$ cat config.mk
export PLATFORM = sky130hd
export DESIGN_NAME = apb_master_ctrl_flat
export DESIGN_NICKNAME = d
export VERILOG_FILES = /design/src/rtl/apb_master_ctrl_if.sv /design/src/rtl/apb_master_ctrl.sv /design/src/flat_wrapper.sv
export SDC_FILE = /design/constraint.sdc
export NUM_CORES = 1
export LEC_CHECK = 0
export ABC_CLOCK_PERIOD_IN_PS = 2100
export BUFFER_PORTS_ARGS = -buffer_cell sky130_fd_sc_hd__buf_2
export CAP_MARGIN = 25
export CORE_MARGIN = 2
export CORE_UTILIZATION = 35
export DETAILED_ROUTE_END_ITERATION = 8
export PLACE_DENSITY = 0.77
export SKIP_CTS_REPAIR_TIMING = 1
export SYNTH_ARGS = -nofsm -noshare
export SYNTH_HDL_FRONTEND = slang
export SYNTH_SLANG_ARGS = --single-unit
$ cat constraint.sdc
create_clock -name clk -period 2.1 [get_ports clk]
set_clock_uncertainty 0.1 [all_clocks]
set_input_delay 0.105 -clock clk [delete_from_list [all_inputs] [get_ports clk]]
set_output_delay 0.105 -clock clk [all_outputs]
set_load 0.05 [all_outputs]
$ cat src/rtl/apb_master_ctrl_if.sv
// apb_master_ctrl_if: groups the command, response and APB bus signals of
// apb_master_ctrl into one bundle.
//   master modport: the controller's view (drives cmd_ready, rsp_*, APB request)
//   slave  modport: the environment's view (command source, response sink, APB slave)
// Signals:
//   cmd_valid/cmd_ready/cmd_write/cmd_addr/cmd_wdata  command channel
//   rsp_valid/rsp_ready/rsp_rdata/rsp_err/rsp_timeout response channel
//   psel/penable/paddr/pwrite/pwdata/prdata/pready/pslverr APB3 bus
interface apb_master_ctrl_if #(
    parameter int ADDR_W = 32,
    parameter int DATA_W = 32
);
    logic              cmd_valid;
    logic              cmd_ready;
    logic              cmd_write;
    logic [ADDR_W-1:0] cmd_addr;
    logic [DATA_W-1:0] cmd_wdata;

    logic              rsp_valid;
    logic              rsp_ready;
    logic [DATA_W-1:0] rsp_rdata;
    logic              rsp_err;
    logic              rsp_timeout;

    logic              psel;
    logic              penable;
    logic [ADDR_W-1:0] paddr;
    logic              pwrite;
    logic [DATA_W-1:0] pwdata;
    logic [DATA_W-1:0] prdata;
    logic              pready;
    logic              pslverr;

    modport master (
        input  cmd_valid, cmd_write, cmd_addr, cmd_wdata,
        input  rsp_ready,
        input  prdata, pready, pslverr,
        output cmd_ready,
        output rsp_valid, rsp_rdata, rsp_err, rsp_timeout,
        output psel, penable, paddr, pwrite, pwdata
    );

    modport slave (
        output cmd_valid, cmd_write, cmd_addr, cmd_wdata,
        output rsp_ready,
        output prdata, pready, pslverr,
        input  cmd_ready,
        input  rsp_valid, rsp_rdata, rsp_err, rsp_timeout,
        input  psel, penable, paddr, pwrite, pwdata
    );
endinterface

$ cat src/rtl/apb_master_ctrl.sv
// apb_master_ctrl: APB3 initiator converting a valid/ready command stream into
// single APB read/write transfers and returning read data, slave error and a
// timeout flag on a valid/ready response channel. One transfer outstanding.
// Ports:
//   clk   - clock, rising edge
//   rstn  - synchronous active-low reset
//   bus   - apb_master_ctrl_if.master (command, response and APB signals)
// Parameters:
//   ADDR_W, DATA_W - address / data widths (must match the interface)
//   TIMEOUT        - ACCESS cycles with pready low before abort; 0 disables
module apb_master_ctrl #(
    parameter int ADDR_W  = 32,
    parameter int DATA_W  = 32,
    parameter int TIMEOUT = 16
) (
    input  logic                clk,
    input  logic                rstn,
    apb_master_ctrl_if.master   bus
);
    localparam int CNT_W = (TIMEOUT > 0) ? $clog2(TIMEOUT + 1) : 1;
    // Abort fires in the ACCESS cycle that would be the TIMEOUT-th low-pready cycle.
    localparam logic [CNT_W-1:0] TO_LAST = (TIMEOUT > 0) ? CNT_W'(TIMEOUT - 1) : '0;

    typedef enum logic [1:0] {
        IDLE,
        SETUP,
        ACCESS,
        RESP
    } state_e;

    state_e             state_q,       state_d;
    logic [ADDR_W-1:0]  paddr_q,       paddr_d;
    logic               pwrite_q,      pwrite_d;
    logic [DATA_W-1:0]  pwdata_q,      pwdata_d;
    logic [DATA_W-1:0]  rsp_rdata_q,   rsp_rdata_d;
    logic               rsp_err_q,     rsp_err_d;
    logic               rsp_timeout_q, rsp_timeout_d;
    logic [CNT_W-1:0]   wait_cnt_q,    wait_cnt_d;
    logic               timeout_hit;

    assign timeout_hit = (TIMEOUT > 0) && (wait_cnt_q == TO_LAST);

    always_comb begin
        state_d       = state_q;
        paddr_d       = paddr_q;
        pwrite_d      = pwrite_q;
        pwdata_d      = pwdata_q;
        rsp_rdata_d   = rsp_rdata_q;
        rsp_err_d     = rsp_err_q;
        rsp_timeout_d = rsp_timeout_q;
        wait_cnt_d    = wait_cnt_q;

        unique case (state_q)
            IDLE: begin
                if (bus.cmd_valid) begin
                    paddr_d  = bus.cmd_addr;
                    pwrite_d = bus.cmd_write;
                    pwdata_d = bus.cmd_write ? bus.cmd_wdata : '0;
                    state_d  = SETUP;
                end
            end
            SETUP: begin
                wait_cnt_d = '0;
                state_d    = ACCESS;
            end
            ACCESS: begin
                // pready wins over a coincident timeout.
                if (bus.pready) begin
                    rsp_err_d     = bus.pslverr;
                    rsp_timeout_d = 1'b0;
                    rsp_rdata_d   = pwrite_q ? '0 : bus.prdata;
                    state_d       = RESP;
                end else if (timeout_hit) begin
                    rsp_err_d     = 1'b1;
                    rsp_timeout_d = 1'b1;
                    rsp_rdata_d   = '0;
                    state_d       = RESP;
                end else if (wait_cnt_q != '1) begin
                    wait_cnt_d = wait_cnt_q + CNT_W'(1);
                end
            end
            RESP: begin
                if (bus.rsp_ready) begin
                    rsp_err_d     = 1'b0;
                    rsp_timeout_d = 1'b0;
                    state_d       = IDLE;
                end
            end
            default: state_d = IDLE;
        endcase
    end

    always_ff @(posedge clk) begin
        if (!rstn) begin
            state_q       <= IDLE;
            paddr_q       <= '0;
            pwrite_q      <= 1'b0;
            pwdata_q      <= '0;
            rsp_rdata_q   <= '0;
            rsp_err_q     <= 1'b0;
            rsp_timeout_q <= 1'b0;
            wait_cnt_q    <= '0;
        end else begin
            state_q       <= state_d;
            paddr_q       <= paddr_d;
            pwrite_q      <= pwrite_d;
            pwdata_q      <= pwdata_d;
            rsp_rdata_q   <= rsp_rdata_d;
            rsp_err_q     <= rsp_err_d;
            rsp_timeout_q <= rsp_timeout_d;
            wait_cnt_q    <= wait_cnt_d;
        end
    end

    // Bus strobes decode straight from the state register so they drop on the
    // same edge that leaves ACCESS (or that applies reset).
    assign bus.cmd_ready   = (state_q == IDLE);
    assign bus.psel        = (state_q == SETUP) || (state_q == ACCESS);
    assign bus.penable     = (state_q == ACCESS);
    assign bus.paddr       = paddr_q;
    assign bus.pwrite      = pwrite_q;
    assign bus.pwdata      = pwdata_q;
    assign bus.rsp_valid   = (state_q == RESP);
    assign bus.rsp_rdata   = rsp_rdata_q;
    assign bus.rsp_err     = rsp_err_q;
    assign bus.rsp_timeout = rsp_timeout_q;
endmodule

$ cat src/flat_wrapper.sv
// flat-port wrapper written by rule: the top's interface ports become plain ports
module apb_master_ctrl_flat 
#(
    parameter int ADDR_W  = 32,
    parameter int DATA_W  = 32,
    parameter int TIMEOUT = 16
)
  (clk, rstn, bus_cmd_valid, bus_cmd_write, bus_cmd_addr, bus_cmd_wdata, bus_rsp_ready, bus_prdata, bus_pready, bus_pslverr, bus_cmd_ready, bus_rsp_valid, bus_rsp_rdata, bus_rsp_err, bus_rsp_timeout, bus_psel, bus_penable, bus_paddr, bus_pwrite, bus_pwdata);
  apb_master_ctrl_if #(.ADDR_W(ADDR_W), .DATA_W(DATA_W)) bus_i ();
  input  logic clk;
  input  logic rstn;
  input wire logic [$bits(bus_i.cmd_valid)-1:0] bus_cmd_valid;
  input wire logic [$bits(bus_i.cmd_write)-1:0] bus_cmd_write;
  input wire logic [$bits(bus_i.cmd_addr)-1:0] bus_cmd_addr;
  input wire logic [$bits(bus_i.cmd_wdata)-1:0] bus_cmd_wdata;
  input wire logic [$bits(bus_i.rsp_ready)-1:0] bus_rsp_ready;
  input wire logic [$bits(bus_i.prdata)-1:0] bus_prdata;
  input wire logic [$bits(bus_i.pready)-1:0] bus_pready;
  input wire logic [$bits(bus_i.pslverr)-1:0] bus_pslverr;
  output wire logic [$bits(bus_i.cmd_ready)-1:0] bus_cmd_ready;
  output wire logic [$bits(bus_i.rsp_valid)-1:0] bus_rsp_valid;
  output wire logic [$bits(bus_i.rsp_rdata)-1:0] bus_rsp_rdata;
  output wire logic [$bits(bus_i.rsp_err)-1:0] bus_rsp_err;
  output wire logic [$bits(bus_i.rsp_timeout)-1:0] bus_rsp_timeout;
  output wire logic [$bits(bus_i.psel)-1:0] bus_psel;
  output wire logic [$bits(bus_i.penable)-1:0] bus_penable;
  output wire logic [$bits(bus_i.paddr)-1:0] bus_paddr;
  output wire logic [$bits(bus_i.pwrite)-1:0] bus_pwrite;
  output wire logic [$bits(bus_i.pwdata)-1:0] bus_pwdata;
  assign bus_i.cmd_valid = bus_cmd_valid;
  assign bus_i.cmd_write = bus_cmd_write;
  assign bus_i.cmd_addr = bus_cmd_addr;
  assign bus_i.cmd_wdata = bus_cmd_wdata;
  assign bus_i.rsp_ready = bus_rsp_ready;
  assign bus_i.prdata = bus_prdata;
  assign bus_i.pready = bus_pready;
  assign bus_i.pslverr = bus_pslverr;
  assign bus_cmd_ready = bus_i.cmd_ready;
  assign bus_rsp_valid = bus_i.rsp_valid;
  assign bus_rsp_rdata = bus_i.rsp_rdata;
  assign bus_rsp_err = bus_i.rsp_err;
  assign bus_rsp_timeout = bus_i.rsp_timeout;
  assign bus_psel = bus_i.psel;
  assign bus_penable = bus_i.penable;
  assign bus_paddr = bus_i.paddr;
  assign bus_pwrite = bus_i.pwrite;
  assign bus_pwdata = bus_i.pwdata;
  apb_master_ctrl #(.ADDR_W(ADDR_W), .DATA_W(DATA_W), .TIMEOUT(TIMEOUT)) u_core (.clk(clk), .rstn(rstn), .bus(bus_i));
endmodule
==> results of run 1 <==
[power by group]
part           leakage (nW)  switching (mW)  internal (mW)  total, mW
Clock                 0.148           0.761          0.887       1.65
Sequential            0.863           0.144           2.27       2.42
Combinational          1.90            1.87          0.778       2.65
[final cells by class]
| class | instances | area [sq um] | share of cell area |
|---|---|---|---|
| Antenna cell | 1 | 2.50 | 0.000381 |
| Clock inverter | 5 | 46.3 | 0.00706 |
| Clock buffer | 11 | 253 | 0.0385 |
| Timing Repair Buffer | 308 | 2080 | 0.317 |
| Multi-Input combinational cell | 307 | 1850 | 0.282 |
| Inverter | 7 | 26.3 | 0.00401 |
| Sequential cell | 106 | 2120 | 0.324 |
| Tap cell | 143 | 179 | 0.0273 |
[metal layers]
layer,track usage,wire [um],vias up,part of all wire
met5,0,0,-,0
met4,0.0504,295,0,0.023
met3,0.0481,810,23,0.063
li1,-,-,2107,-
met2,0.293,6660,160,0.52
met1,0.195,5090,2000,0.40
[worst register-to-register path, delay by kind of cell, from the launching register on]
kind                       cells  cell delay, ns
AOI/OAI and AO/OA              1            0.11
adders and majority gates      2            0.36
and+or+nand+nor                3            1.09
DFF                            1            0.33
[logic make-up (layout without fill, tap and decap cells)]
logic type	Yosys count	after routing	synth area share
compound gates	112	112	0.203
fa+ha+maj	7	7	0.0214
buf+inv	45	331	0.0425
flops	106	106	0.518
mux	3	3	0.00733
other cells	0	1	0
simple gates	185	185	0.208
[state kept, by name, indices dropped and copies added, names as in the netlist]
signal / flops
u_core.bus.paddr: 32
u_core.bus.pwdata: 32
u_core.bus.rsp_rdata: 32
u_core.wait_cnt_q: 5
u_core.state_q: 2
u_core.bus.pwrite: 1
u_core.bus.rsp_err: 1
u_core.bus.rsp_timeout: 1
[placed cells by master, fill, tap and decap left out, types with 4 or more instances in the layout]
master / count
sky130_fd_sc_hd__nand3_1: 34
sky130_fd_sc_hd__clkbuf_16: 9
sky130_fd_sc_hd__dlygate4sd3_1: 93
sky130_fd_sc_hd__buf_2: 205
sky130_fd_sc_hd__nand2_1: 104
sky130_fd_sc_hd__nor2b_1: 33
sky130_fd_sc_hd__a21boi_0: 67
sky130_fd_sc_hd__clkinv_4: 4
sky130_fd_sc_hd__buf_4: 6
sky130_fd_sc_hd__dfxtp_1: 105
sky130_fd_sc_hd__a22oi_1: 32
sky130_fd_sc_hd__inv_1: 7
[through the flow]
step	hold slack (ns)	total power [mW]	instances	setup WS (ns)
finish	-0.0347	6.72	888	0.0499
global route	0.00261	7.05	887	0.00317
CTS	-0.105	6.61	793	-0.106
detailed placement	0.266	4.95	777	-0.104
global placement	0.255	4.88	777	-0.0114
floorplan	0.150	4.32	458	-0.0276
[cell usage after synthesis]
cell type | number | share of area
sky130_fd_sc_hd__a21oi_1 | 3 | 0.0037
sky130_fd_sc_hd__a221oi_1 | 1 | 0.0021
sky130_fd_sc_hd__nor2b_1 | 33 | 0.050
sky130_fd_sc_hd__o21ai_1 | 1 | 0.0012
sky130_fd_sc_hd__clkbuf_1 | 33 | 0.030
sky130_fd_sc_hd__dfxtp_1 | 106 | 0.52
sky130_fd_sc_hd__and2_1 | 1 | 0.0015
sky130_fd_sc_hd__nand4b_1 | 1 | 0.0021
sky130_fd_sc_hd__nand3_1 | 34 | 0.042
sky130_fd_sc_hd__mux2i_1 | 3 | 0.0073
sky130_fd_sc_hd__o21ai_0 | 2 | 0.0024
sky130_fd_sc_hd__nand2b_1 | 1 | 0.0015
sky130_fd_sc_hd__a21boi_0 | 67 | 0.12
sky130_fd_sc_hd__buf_2 | 1 | 0.0012
sky130_fd_sc_hd__and3b_1 | 1 | 0.0021
sky130_fd_sc_hd__ha_1 | 7 | 0.021
sky130_fd_sc_hd__nand2_1 | 105 | 0.096
sky130_fd_sc_hd__or4b_1 | 1 | 0.0024
sky130_fd_sc_hd__o2111ai_1 | 1 | 0.0021
sky130_fd_sc_hd__o211ai_1 | 1 | 0.0018
sky130_fd_sc_hd__inv_1 | 7 | 0.0064
sky130_fd_sc_hd__o31a_1 | 1 | 0.0021
sky130_fd_sc_hd__nor2_1 | 3 | 0.0027
sky130_fd_sc_hd__o21a_1 | 3 | 0.0055
sky130_fd_sc_hd__a22oi_1 | 32 | 0.059
sky130_fd_sc_hd__and3_1 | 3 | 0.0046
sky130_fd_sc_hd__buf_1 | 3 | 0.0027
sky130_fd_sc_hd__or3_1 | 2 | 0.0031
sky130_fd_sc_hd__buf_4 | 1 | 0.0018
[worst max-delay path by stage]
stage,to,slack [ns],cells after the start
2_1_floorplan,u_core.wait_cnt_q[3],-0.03,7
3_3_place_gp,u_core.wait_cnt_q[3],-0.01,6
3_5_place_dp,u_core.bus.rsp_rdata[7],-0.10,5
4_1_cts,u_core.bus.rsp_rdata[7],-0.11,5
5_1_grt,u_core.wait_cnt_q[3],0.003,6
6_report,u_core.wait_cnt_q[2],0.05,6
==> impl.org, run 1 <==
** Run status
- The run finished, with violations left.
- Violations in the final reports :: hold timing

** Setup path
- Start point of the critical path :: u_core.wait_cnt_q[0]
- By startpoint and endpoint, the worst setup path is classified as reg2reg.
- Startpoint type of the worst setup path :: register
- The slowest stage of the critical path is the sky130_fd_sc_hd__or4b_4 cell.
- Internal reg-to-reg setup slack :: 0.05 ns
- Critical path peak fanout :: 7
- The critical path goes through ha_2, and3_4, ha_2, or4b_4, or3_1, a21oi_2.
- For the worst flop-to-flop path, the logic depth is 6.
- Delay of the slowest critical-path stage :: 0.55 ns
- The cell family contributing the most delay on the critical path is simple AND/OR/NAND/NOR gates.
- The worst setup path is captured at a register.
- Counting both buffers and inverters, the worst setup path holds a total of 0.
- Arrival @ worst endpoint :: 2.23 ns
- The most numerous cell type found on the critical path is sky130_fd_sc_hd__ha_2.
- STA puts the critical path data required time at 2.28 ns.
- RR Startpoint :: u_core.wait_cnt_q[0]
- The endpoint identified for the worst register-to-register timing path is u_core.wait_cnt_q[2].

** Min path
- Hold Crit Class :: in2reg
- The worst hold path begins at bus_prdata[28].
- Endpoint, Worst Hold :: u_core.bus.rsp_rdata[28]
- Number of instances on the worst hold path :: 3

** Detailed routing
- Via count :: 4290
- Before antenna repair, the detailed router went through 4 iterations.
- Routed vias/inst :: 4.83
- Antenna Nets Post-Route :: 0
- For this block, the initial DRC count from the detailed router was 236.
- The routed design has 12.9 mm of wire.
- In the final routed layout, each cell accounts on average for 14.5 um.
- After detailed routing, the number of remaining DRC violations is 0.

** Floorplanning
- Area inside the core boundary :: 0.0114 sq mm
- Pin placement for this block handled 206 I/O pins.
- Die footprint :: 0.0126 sq mm
- Starting Density :: 0.359
- The die is 112 um tall.
- Number of placement rows :: 39
- Die width :: 112 um

** Final layout
- Area growth, synth to finish :: 60.1%
- Share of final-layout standard cells stronger than drive strength 1 :: 0.327
- Measured on the finished design, the core utilization comes to 0.575.
- Fill cells in the final layout number 934.
- After routing the design area is 0.00656 sq mm.
- Final layout net count :: 849

** Power and ir drop
- In this run the power density over the cells is 1020 mW/mm^2.
- Summed over all cells, the static leakage comes to 2.91 nW.
- The worst-case IR drop observed on VDD is 0.575 mV.

** Placed design
- Detailed placement ended at an HPWL of 7.56 mm.
- Final GP Congestion :: 0.775
- During placement, the flow inserted port buffers numbering 205.
- After detailed placement, the total cell area comes to 0.00530 sq mm.

** Clock tree
- For the worst-skew pair, the clock arrives at the later sink with an insertion delay of 0.34 ns.
- Number of CTS-inserted buffers :: 9
- The clock passes through at most 2 buffers.
- H-tree lvl count :: 3
- Clock-pin slew was measured on the worst setup and hold paths at 0.07 ns.
- TritonCTS clock tree :: built
- Clock root cell :: sky130_fd_sc_hd__clkbuf_16
- # clock sinks :: 106

** STA
- Share of the clock period used by the worst path :: 0.976
- At the pin with the least slew margin, the transition time is 0.655 ns.
- Setup repair after global routing left no endpoint under its margin.
- The worst pin sits at a relative slew slack of 0.563.
- Setup total negative slack :: 0 ns
- Final-report hold violation count :: 3
- Hold WS :: -0.0347 ns
- Final Setup Violations :: 0
- Max Clk Rate :: 488 MHz
- Number of pins with negative max-slew slack in the final report :: 0
- Final critical delay including setup and external delays :: 2.05 ns

** Global routing
- The first global-routing pass estimated 17.2 mm of wire.
- In the global route stage, overall resource usage came out at 0.166.
- Maximum number of pins on one net before global-route repair :: 108
- Number of antenna violations at the first check in global routing :: 1
- Vias in the first global route :: 3674
- Global routing finished with a remaining overflow of 0.

** Synthesis
- The synthesized design contains 106 register bits.
- After synthesis, the mean cell area works out to 8.94 sq um.
- Gate count of the mapped netlist :: 458
- Post-synth cell types :: 29
- Synthesized area :: 0.00410 sq mm
- Synthesis Warnings :: 0
- The number of nets handed over by synthesis was 568.
- Share of synthesized area occupied by flip-flops and latches :: 0.518

** Run
- The tool flagged a number of max-cap violations equal to 0.
Power figures use the tool's default switching activity.
==> run 2: changes to the inputs <==
--- a/config.mk
+++ b/config.mk
@@ -5,13 +5,14 @@
 export SDC_FILE = /design/constraint.sdc
 export NUM_CORES = 1
 export LEC_CHECK = 0
+export ABC_AREA = 1
 export ABC_CLOCK_PERIOD_IN_PS = 2100
 export BUFFER_PORTS_ARGS = -buffer_cell sky130_fd_sc_hd__buf_2
 export CAP_MARGIN = 25
 export CORE_MARGIN = 2
 export CORE_UTILIZATION = 35
 export DETAILED_ROUTE_END_ITERATION = 8
-export PLACE_DENSITY = 0.77
+export PLACE_DENSITY = 0.78
 export SKIP_CTS_REPAIR_TIMING = 1
 export SYNTH_ARGS = -nofsm -noshare
 export SYNTH_HDL_FRONTEND = slang
==> impl.org, run 2 <==
** Power and ir drop
- The power spent charging and discharging nets was 3.21 mW (+16%).
- The part of the total power dissipated in the clock network is 0.169 (-0.076).
- Switching share of power :: 0.462 (+0.0487)
- Power density cells :: 1110 mW/mm^2 (+8.1%)
- Leakage power of the design :: 2.95 nW (+1.5%)
- Maximum VDD drop :: 0.748 mV (+30%)
- The combinational group share of total power was 0.464 (+0.070).
- The sequential cell fraction of total power was 0.367 (+0.007).
- Cell-internal power :: 3.74 mW (-5.1%)

** Detailed routing
- Antenna Nets Post-Route :: 0 (unchanged)
- 1st-pass router iterations :: 4 (unchanged)
- The post-detailed-route DRC marker count came to 0 (unchanged).
- First DRT Iteration DRCs :: 258 (+9.3%)
- The via count was 4351 (+1.4%).
- The detail-routed via count per cell is 4.57 (-5.4%).
- The routed wire length was 12.1 mm (-6.0%).
- Wire per inst :: 12.7 um (-12%)

** Final layout
- Ant diodes :: 0 (-1)
- Most common cell after layout, fill and taps aside :: sky130_fd_sc_hd__buf_2
- The fill cell instance count of the final layout came to 971 (+4.0%).
- The core utilization of the finished layout was 0.577 (+0.00260).
- In the layout the commonest cells are sky130_fd_sc_hd__buf_2, sky130_fd_sc_hd__nand2_1, sky130_fd_sc_hd__dfxtp_1, sky130_fd_sc_hd__dlygate4sd3_1, sky130_fd_sc_hd__nor2_1.
- Area growth, synth to finish :: 59.6%
- The share of layout cells above drive strength 1 is 0.297 (-0.0298).
- Layout Cell Area excl Fill :: 0.00628 sq mm (-4.2%)
- The net total in the final layout was 917 (+8.0%).

** Min path
- The min-delay analysis places its worst path in the category in2reg.
- Endpoint, Worst Hold :: u_core.bus.rsp_err
- Number of instances on the worst hold path :: 5 (+2)
- Startpoint of the lowest-slack hold path :: bus_pslverr

** Floorplanning
- The overall die area came to 0.0121 sq mm (-3.7%).
- The number of I/O pins was 206 (unchanged).
- Die width :: 110 um (-1.9%)
- Number of placement rows :: 38 (-2.6%)
- The die boundary height is 110 um (-1.9%).
- The area of the core came to 0.0109 sq mm (-4.6%).
- The initial standard-cell utilization of the core came to 0.362 (+0.00289).

** Setup path
- The biggest fanout along the worst timing path was 32 (+25).
- Arrival @ worst endpoint :: 2.01 ns (-0.22 ns)
- Type of the setup path with the least slack :: reg2reg
- RR Startpoint :: u_core.wait_cnt_q[0]
- The worst setup path is launched from a register.
- The required time at the worst-slack endpoint was 2.29 ns (about the same).
- Internal reg-to-reg setup slack :: 0.28 ns (+0.23 ns)
- RR Endpoint :: u_core.bus.rsp_rdata[1]
- The worst setup path is captured at a register.
- The worst reg2reg path depth came to 8 (+2).

** Run
- Maximum capacitance violations :: 0 (unchanged)

** Synthesis
- Post-synth cell types :: 23 (-21%)
- Number of enable-type register cells in the synthesized netlist :: 0 (unchanged)
- Counting instances in the post-synthesis netlist gives the leading cell types as sky130_fd_sc_hd__nand2_1, sky130_fd_sc_hd__dfxtp_1, sky130_fd_sc_hd__nor2_1.
- Share of synthesized area occupied by flip-flops and latches :: 0.539 (+0.0209)
- The post-synthesis share of cell area spent on xor and xnor gates is 0 (unchanged).
- The share of synthesized registers carrying an async set or reset was 0 (unchanged).
- By area, the combinational part of the netlist is dominated by simple AND/OR/NAND/NOR gates.
- Basic-gate share of the synthesized area counting and, or, nand and nor cells :: 0.238 (+0.0297)
- Synthesis Warnings :: 0 (unchanged)
- The top-area cell type share of the netlist area came to 0.539 (+0.0209).
- Post-synthesis net count :: 624 (+9.9%)
- Adder-cell area share of the yosys netlist :: 0.0222 (+0.000863)
- The mapped cell area is 0.00394 sq mm (-3.9%).
- Post-synthesis cell type with the largest combined area :: sky130_fd_sc_hd__dfxtp_1
- The most used flip-flop cell after synthesis is sky130_fd_sc_hd__dfxtp_1.
- The most common cell in the synthesized netlist is sky130_fd_sc_hd__nand2_1.
- Synth area leaders :: sky130_fd_sc_hd__dfxtp_1, sky130_fd_sc_hd__nand2_1, sky130_fd_sc_hd__a21oi_1
- Fraction of synthesized area in multiplexers :: 0 (-0.00733)
- Average instance area after synthesis :: 7.66 sq um (-14%)
- The post-synthesis compound-gate area fraction is 0.140 (-0.0624).
- Gate count of the mapped netlist :: 514 (+12%)
- The flip-flop and latch count after synthesis is 106 (unchanged).

** Clock tree
- Clock root cell :: sky130_fd_sc_hd__clkbuf_8
- Number of CTS-inserted buffers :: 9 (unchanged)
- # clock sinks :: 106 (unchanged)
- TritonCTS built the clock tree.
- H-tree lvl count :: 3 (unchanged)
- The clock-pin slew reported for the worst setup and hold paths after clock tree synthesis came to 0.11 ns (+0.04 ns).
- Clk Latency, worst-skew pair :: 0.37 ns (+0.03 ns)
- The deepest clock path buffer count came to 2 (unchanged).

** Run status
- Run status :: finished clean

** Placed design
- Port Buf Inserts :: 205 (unchanged)
- The standard cell area after detailed placement is 0.00514 sq mm (-3.0%).
- Final GP Congestion :: 0.774 (-0.15%)
- Detailed placement HPWL :: 7.25 mm (-4.1%)

** STA
- The number of max-slew violations in the final report is 0 (unchanged).
- The final cycle utilization of the critical path came to 0.869 (-0.107).
- Final critical delay including setup and external delays :: 1.82 ns (-0.225 ns)
- Setup repair after global routing left no endpoint under its margin.
- The final setup violation count came to 0 (unchanged).
- Final-report hold violation count :: 0 (-3)
- Relative slew slack :: 0.593 (+0.0296)
- The actual transition at the worst max-transition pin came to 0.610 ns (-0.0454 ns).
- Max Clk Rate :: 548 MHz (+12%)
- The worst hold slack across all endpoints came to 0.00594 ns (+0.0407 ns).
- Setup total negative slack :: 0 ns (unchanged)

** Global routing
- Maximum number of pins on one net before global-route repair :: 51 (-53%)
- The remaining global-route overflow was 0 (unchanged).
- The first-pass GRT wire length is 15.5 mm (-9.7%).
- The combined global-route utilization of all metal layers was 0.161 (-0.00504).
- Number of antenna violations at the first check in global routing :: 0 (-1)
- Vias in the first global route :: 3669 (-0.14%)
==> run 2: cell types whose count changed in the layout (fill, tap and decap cells not counted), sizes merged, moves of 33 or more <==
cell / before / now
nand2: 105 / 149
a21oi: 3 / 69
nor2b: 33 / 0
nor2: 3 / 87
o21ai: 3 / 37
a21boi: 67 / 0
==> run 2: area by class of cell <==
type                            count  area [sq um]  share of cell area
Clock buffer                       11           141              0.0225
Timing Repair Buffer              313          2150               0.342
Tap cell                          140           175              0.0279
Inverter                           20          75.1              0.0119
Clock inverter                      5          38.8             0.00617
Sequential cell                   106          2120               0.338
Multi-Input combinational cell    357          1580               0.251
==> run 2: worst max-delay path, cell delays in order, from the launching register on <==
cell and delay, ns:
sky130_fd_sc_hd__dfxtp_1 0.34, sky130_fd_sc_hd__ha_1 0.21, sky130_fd_sc_hd__nand2_1 0.08, sky130_fd_sc_hd__nor2_1 0.06
sky130_fd_sc_hd__ha_1 0.23, sky130_fd_sc_hd__o21ai_2 0.25, sky130_fd_sc_hd__buf_12 0.22, sky130_fd_sc_hd__nand2_1 0.07
sky130_fd_sc_hd__a21oi_1 0.17
==> run 2: cell families after synthesis <==
logic type	Yosys count
AO/OA/AOI/OAI	108
adder cells (fa/ha/maj)	7
buffers and inverters	51
flip-flops	106
AND/OR/NAND/NOR	242
==> run 2: how the worst max path moves through the flow <==
stage / slack, ns / cells past startpoint / end / start
5_1_grt: 0.1 / 11 / u_core.state_q[1] / u_core.wait_cnt_q[0]
3_5_place_dp: 0.30 / 8 / u_core.bus.rsp_rdata[1] / u_core.wait_cnt_q[0]
2_1_floorplan: 0.27 / 8 / u_core.bus.rsp_rdata[1] / u_core.state_q[0]
3_3_place_gp: 0.39 / 8 / u_core.bus.rsp_rdata[22] / u_core.wait_cnt_q[0]
4_1_cts: 0.27 / 8 / u_core.bus.rsp_rdata[1] / u_core.wait_cnt_q[0]
6_report: 0.28 / 8 / u_core.bus.rsp_rdata[1] / u_core.wait_cnt_q[0]
==> run 2: power groups by stage <==
stage	Clock [mW]	Combinational [mW]	Sequential, mW
final	1.17	3.22	2.56
after detailed placement	0	3.07	2.60
after global placement	0	3.05	2.58
after global routing	1.29	3.51	2.60
after floorplan	0	1.31	3.63
after CTS	1.23	3.08	2.55
==> run 2: metrics by stage <==
step           setup WS [ns]  total power, mW  cells
5_1_grt               0.0968             7.40    952
3_3_place_gp           0.391             5.63    840
6_report               0.275             6.95    952
3_5_place_dp           0.299             5.67    840
4_1_cts                0.271             6.86    856
2_1_floorplan          0.266             4.94    514
==> run 2: metal layers <==
layer | GRT usage | wire (um) | vias up
met5 | 0 | 0 | -
li1 | - | - | 2208
met3 | 0.0570 | 888 | 25
met4 | 0.0615 | 258 | 0
met1 | 0.168 | 4660 | 1968
met2 | 0.294 | 6270 | 150
==> run 3: changes to the inputs <==
--- a/config.mk
+++ b/config.mk
@@ -7,12 +7,12 @@
 export LEC_CHECK = 0
 export ABC_AREA = 1
 export ABC_CLOCK_PERIOD_IN_PS = 2100
-export BUFFER_PORTS_ARGS = -buffer_cell sky130_fd_sc_hd__buf_2
+export BUFFER_PORTS_ARGS = -buffer_cell sky130_fd_sc_hd__buf_4
 export CAP_MARGIN = 25
-export CORE_MARGIN = 2
 export CORE_UTILIZATION = 35
 export DETAILED_ROUTE_END_ITERATION = 8
 export PLACE_DENSITY = 0.78
+export SETUP_SLACK_MARGIN = 0.02
 export SKIP_CTS_REPAIR_TIMING = 1
 export SYNTH_ARGS = -nofsm -noshare
 export SYNTH_HDL_FRONTEND = slang
==> impl.org, run 3 (same netlist as run 2, synthesis figures left out) <==
** Run status
- The flow ran to the end, and the final reports show no timing, DRC or antenna violations.

** Placed design
- Total instance count after detailed placement :: 836 (-0.48%)
- The count of buffers inserted at the top-level ports came to 205 (unchanged).
- Final GP Congestion :: 0.830 (+7.3%)
- Detailed placement HPWL :: 7.75 mm (+6.9%)

** Setup path
- The biggest fanout along the worst timing path was 32 (unchanged).
- The required time at the worst-slack endpoint is 2.28 ns (about the same).
- The flop-to-flop setup slack was 0.25 ns (-0.03 ns).
- Delay of the slowest critical-path stage :: 0.42 ns (+0.08 ns)
- The signal arrival time at the worst endpoint was 2.03 ns (+0.02 ns).
- Critical-path cell list :: inv_1, ha_1, inv_2, nor3_4, buf_12, nand2_1, a21oi_1
- Cell family with the largest share of critical-path delay :: buffers and inverters
- The worst reg2reg path depth is 7 (-1).
- The most critical setup path has its startpoint at u_core.state_q[0].
- In this run the critical register-to-register path is launched from u_core.state_q[0].
- The worst setup path is launched from a register.
- The number of buffers and inverters on the critical path is 3 (+2).
- Worst path depth :: 7 (-1)
- The worst setup path is captured at a register.
- Slowest library cell on the worst path :: sky130_fd_sc_hd__ha_1
- Critical Path End :: u_core.bus.rsp_rdata[6]
- Type of the setup path with the least slack :: reg2reg
- RR Endpoint :: u_core.bus.rsp_rdata[6]

** Floorplanning
- Die footprint :: 0.0117 sq mm (-3.6%)
- Top-level I/O count :: 206 (unchanged)
- Die Ht :: 108 um (-1.8%)
- The floorplan die width is 108 um (-1.8%).
- The standard-cell row count came to 38 (unchanged).
- Starting Density :: 0.362 (unchanged)
- Area inside the core boundary :: 0.0109 sq mm (unchanged)

** Clock tree
- The number of buffers created by CTS is 9 (unchanged).
- Clk Latency, worst-skew pair :: 0.36 ns (about the same)
- The tree is rooted in a sky130_fd_sc_hd__clkbuf_8.
- The clock-pin slew reported for the worst setup and hold paths after clock tree synthesis came to 0.09 ns (-0.02 ns).
- TritonCTS built the clock tree.
- Buffer levels on the longest clock path :: 2 (unchanged)
- The number of H-tree branching levels is 3 (unchanged).
- # clock sinks :: 106 (unchanged)

** Final layout
- Share of final-layout standard cells stronger than drive strength 1 :: 0.290 (-0.00719)
- The area growth from synthesis to layout is 70.8%.
- Post-route insts no fill :: 948 (-0.42%)
- Combined area of the multi-input logic cells :: 0.00158 sq mm (unchanged)
- Leaving out fill and tap cells, the most frequent cell in the layout is sky130_fd_sc_hd__buf_4.
- Ant diodes :: 0 (unchanged)
- Final layout net count :: 913 (-0.44%)
- Most frequent cells in the layout :: sky130_fd_sc_hd__buf_4, sky130_fd_sc_hd__nand2_1, sky130_fd_sc_hd__dfxtp_1, sky130_fd_sc_hd__dlygate4sd3_1, sky130_fd_sc_hd__nor2_1
- Fillcell total :: 891 (-8.2%)
- Sequential cell area :: 0.00212 sq mm (unchanged)

** Detailed routing
- Routed vias/inst :: 4.72 (+3.3%)
- The initial DRC count is 312 (+21%).
- Wire per inst :: 13.7 um (+8.0%)
- The remaining antenna violation count was 0 (unchanged).
- Via count :: 4474 (+2.8%)
- Number of design rule violations left after detail routing :: 0 (unchanged)
- The routed wire length came to 13.0 mm (+7.5%).
- 1st-pass router iterations :: 4 (unchanged)

** STA
- Final Setup Violations :: 0 (unchanged)
- Max Clk Rate :: 540 MHz (-1.4%)
- Share of the clock period used by the worst path :: 0.882 (+0.0126)
- Final critical delay including setup and external delays :: 1.85 ns (+0.0264 ns)
- Measured slew at the worst slew-check pin :: 0.420 ns (-0.190 ns)
- Setup total negative slack :: 0 ns (unchanged)
- Number of pins with negative max-slew slack in the final report :: 0 (unchanged)
- The worst slew margin relative to its limit is 0.720 (+0.127).
- The number of hold violations in the final report was 0 (unchanged).
- Setup repair after global routing left no endpoint under its margin.

** Global routing
- The combined global-route utilization of all metal layers came to 0.184 (+0.0226).
- The via count of the first global-routing pass came to 3890 (+6.0%).
- Wire length of the first global-routing pass :: 17.0 mm (+9.4%)
- The largest net degree at the start of global routing was 52 (+2.0%).
- The number of antenna violations at the first check in global routing came to 0 (unchanged).
- Grt ovf :: 0 (unchanged)

** Power and ir drop
- Net switching power figure :: 3.22 mW (+0.10%)
- The internal power is 3.96 mW (+5.8%).
- Clock share of power :: 0.157 (-0.012)
- The sequential cell fraction of total power came to 0.360 (-0.007).
- The power per cell area came to 1070 mW/mm^2 (-3.6%).
- The combinational group share of total power came to 0.483 (+0.019).
- The maximum resistive drop on vdd was 0.657 mV (-12%).
- The leakage power was 3.01 nW (+1.9%).
- Switching share of power :: 0.448 (-0.0137)

** Min path
- The hold path depth is 5 (unchanged).
- Hold Crit Class :: in2reg

** Run
- Maximum capacitance violations :: 0 (unchanged)
==> run 3: area by class of cell <==
| class | instances | share of cell area |
|---|---|---|
| clock buffers | 14 | 0.0227 |
| multi-input cells | 357 | 0.235 |
| clock inverters | 2 | 0.00186 |
| repair buffers | 309 | 0.388 |
| well taps | 140 | 0.0260 |
| flip-flops and latches | 106 | 0.315 |
| inverters | 20 | 0.0112 |
==> run 3: stage by stage <==
step                hold WS, ns  instance area [sq um]   util  setup slack, ns  total power [mW]
floorplan                 0.142                   3940      -            0.266              4.94
global placement          0.254                   5600  0.514            0.403              5.84
detailed placement        0.260                   5600  0.514            0.255              5.93
CTS                      -0.138                   5770  0.530            0.226              7.07
global route             0.0229                   6730  0.618           0.0476              7.60
finish                  0.00606                   6730  0.618            0.249              7.17
==> run 3: worst min-delay path: cells and delay by family <==
| kind | cells | cell delay (ns) |
|---|---|---|
| buf+inv | 1 | 0.08 |
| simple gates | 4 | 0.24 |
==> run 3: how the worst min path moves through the flow <==
| stage | from | end | slack, ns |
|---|---|---|---|
| after floorplan | bus_prdata[0] | u_core.bus.rsp_rdata[0] | 0.14 |
| after global placement | bus_cmd_addr[31] | u_core.bus.paddr[31] | 0.25 |
| after detailed placement | bus_cmd_addr[22] | u_core.bus.paddr[22] | 0.26 |
| after CTS | bus_cmd_wdata[13] | u_core.bus.pwdata[13] | -0.14 |
| after global routing | bus_pslverr | u_core.bus.rsp_err | 0.02 |
| final | bus_pslverr | u_core.bus.rsp_err | 0.006 |
==> run 3: layer usage <==
metal  vias up  wire length (um)  GRT usage
li1       2201                 -          -
met1      2056              4870      0.196
met2       179              6870      0.337
met3        38               824     0.0536
met4         0               412     0.0744
met5         -                 0          0
==> run 3: power by group through the flow <==
| stage | Sequential, mW | Combinational [mW] | Clock (mW) |
|---|---|---|---|
| after floorplan | 3.63 | 1.31 | 0 |
| after global placement | 2.60 | 3.24 | 0 |
| after detailed placement | 2.62 | 3.31 | 0 |
| after CTS | 2.57 | 3.32 | 1.18 |
| after global routing | 2.62 | 3.72 | 1.26 |
| final | 2.58 | 3.47 | 1.13 |
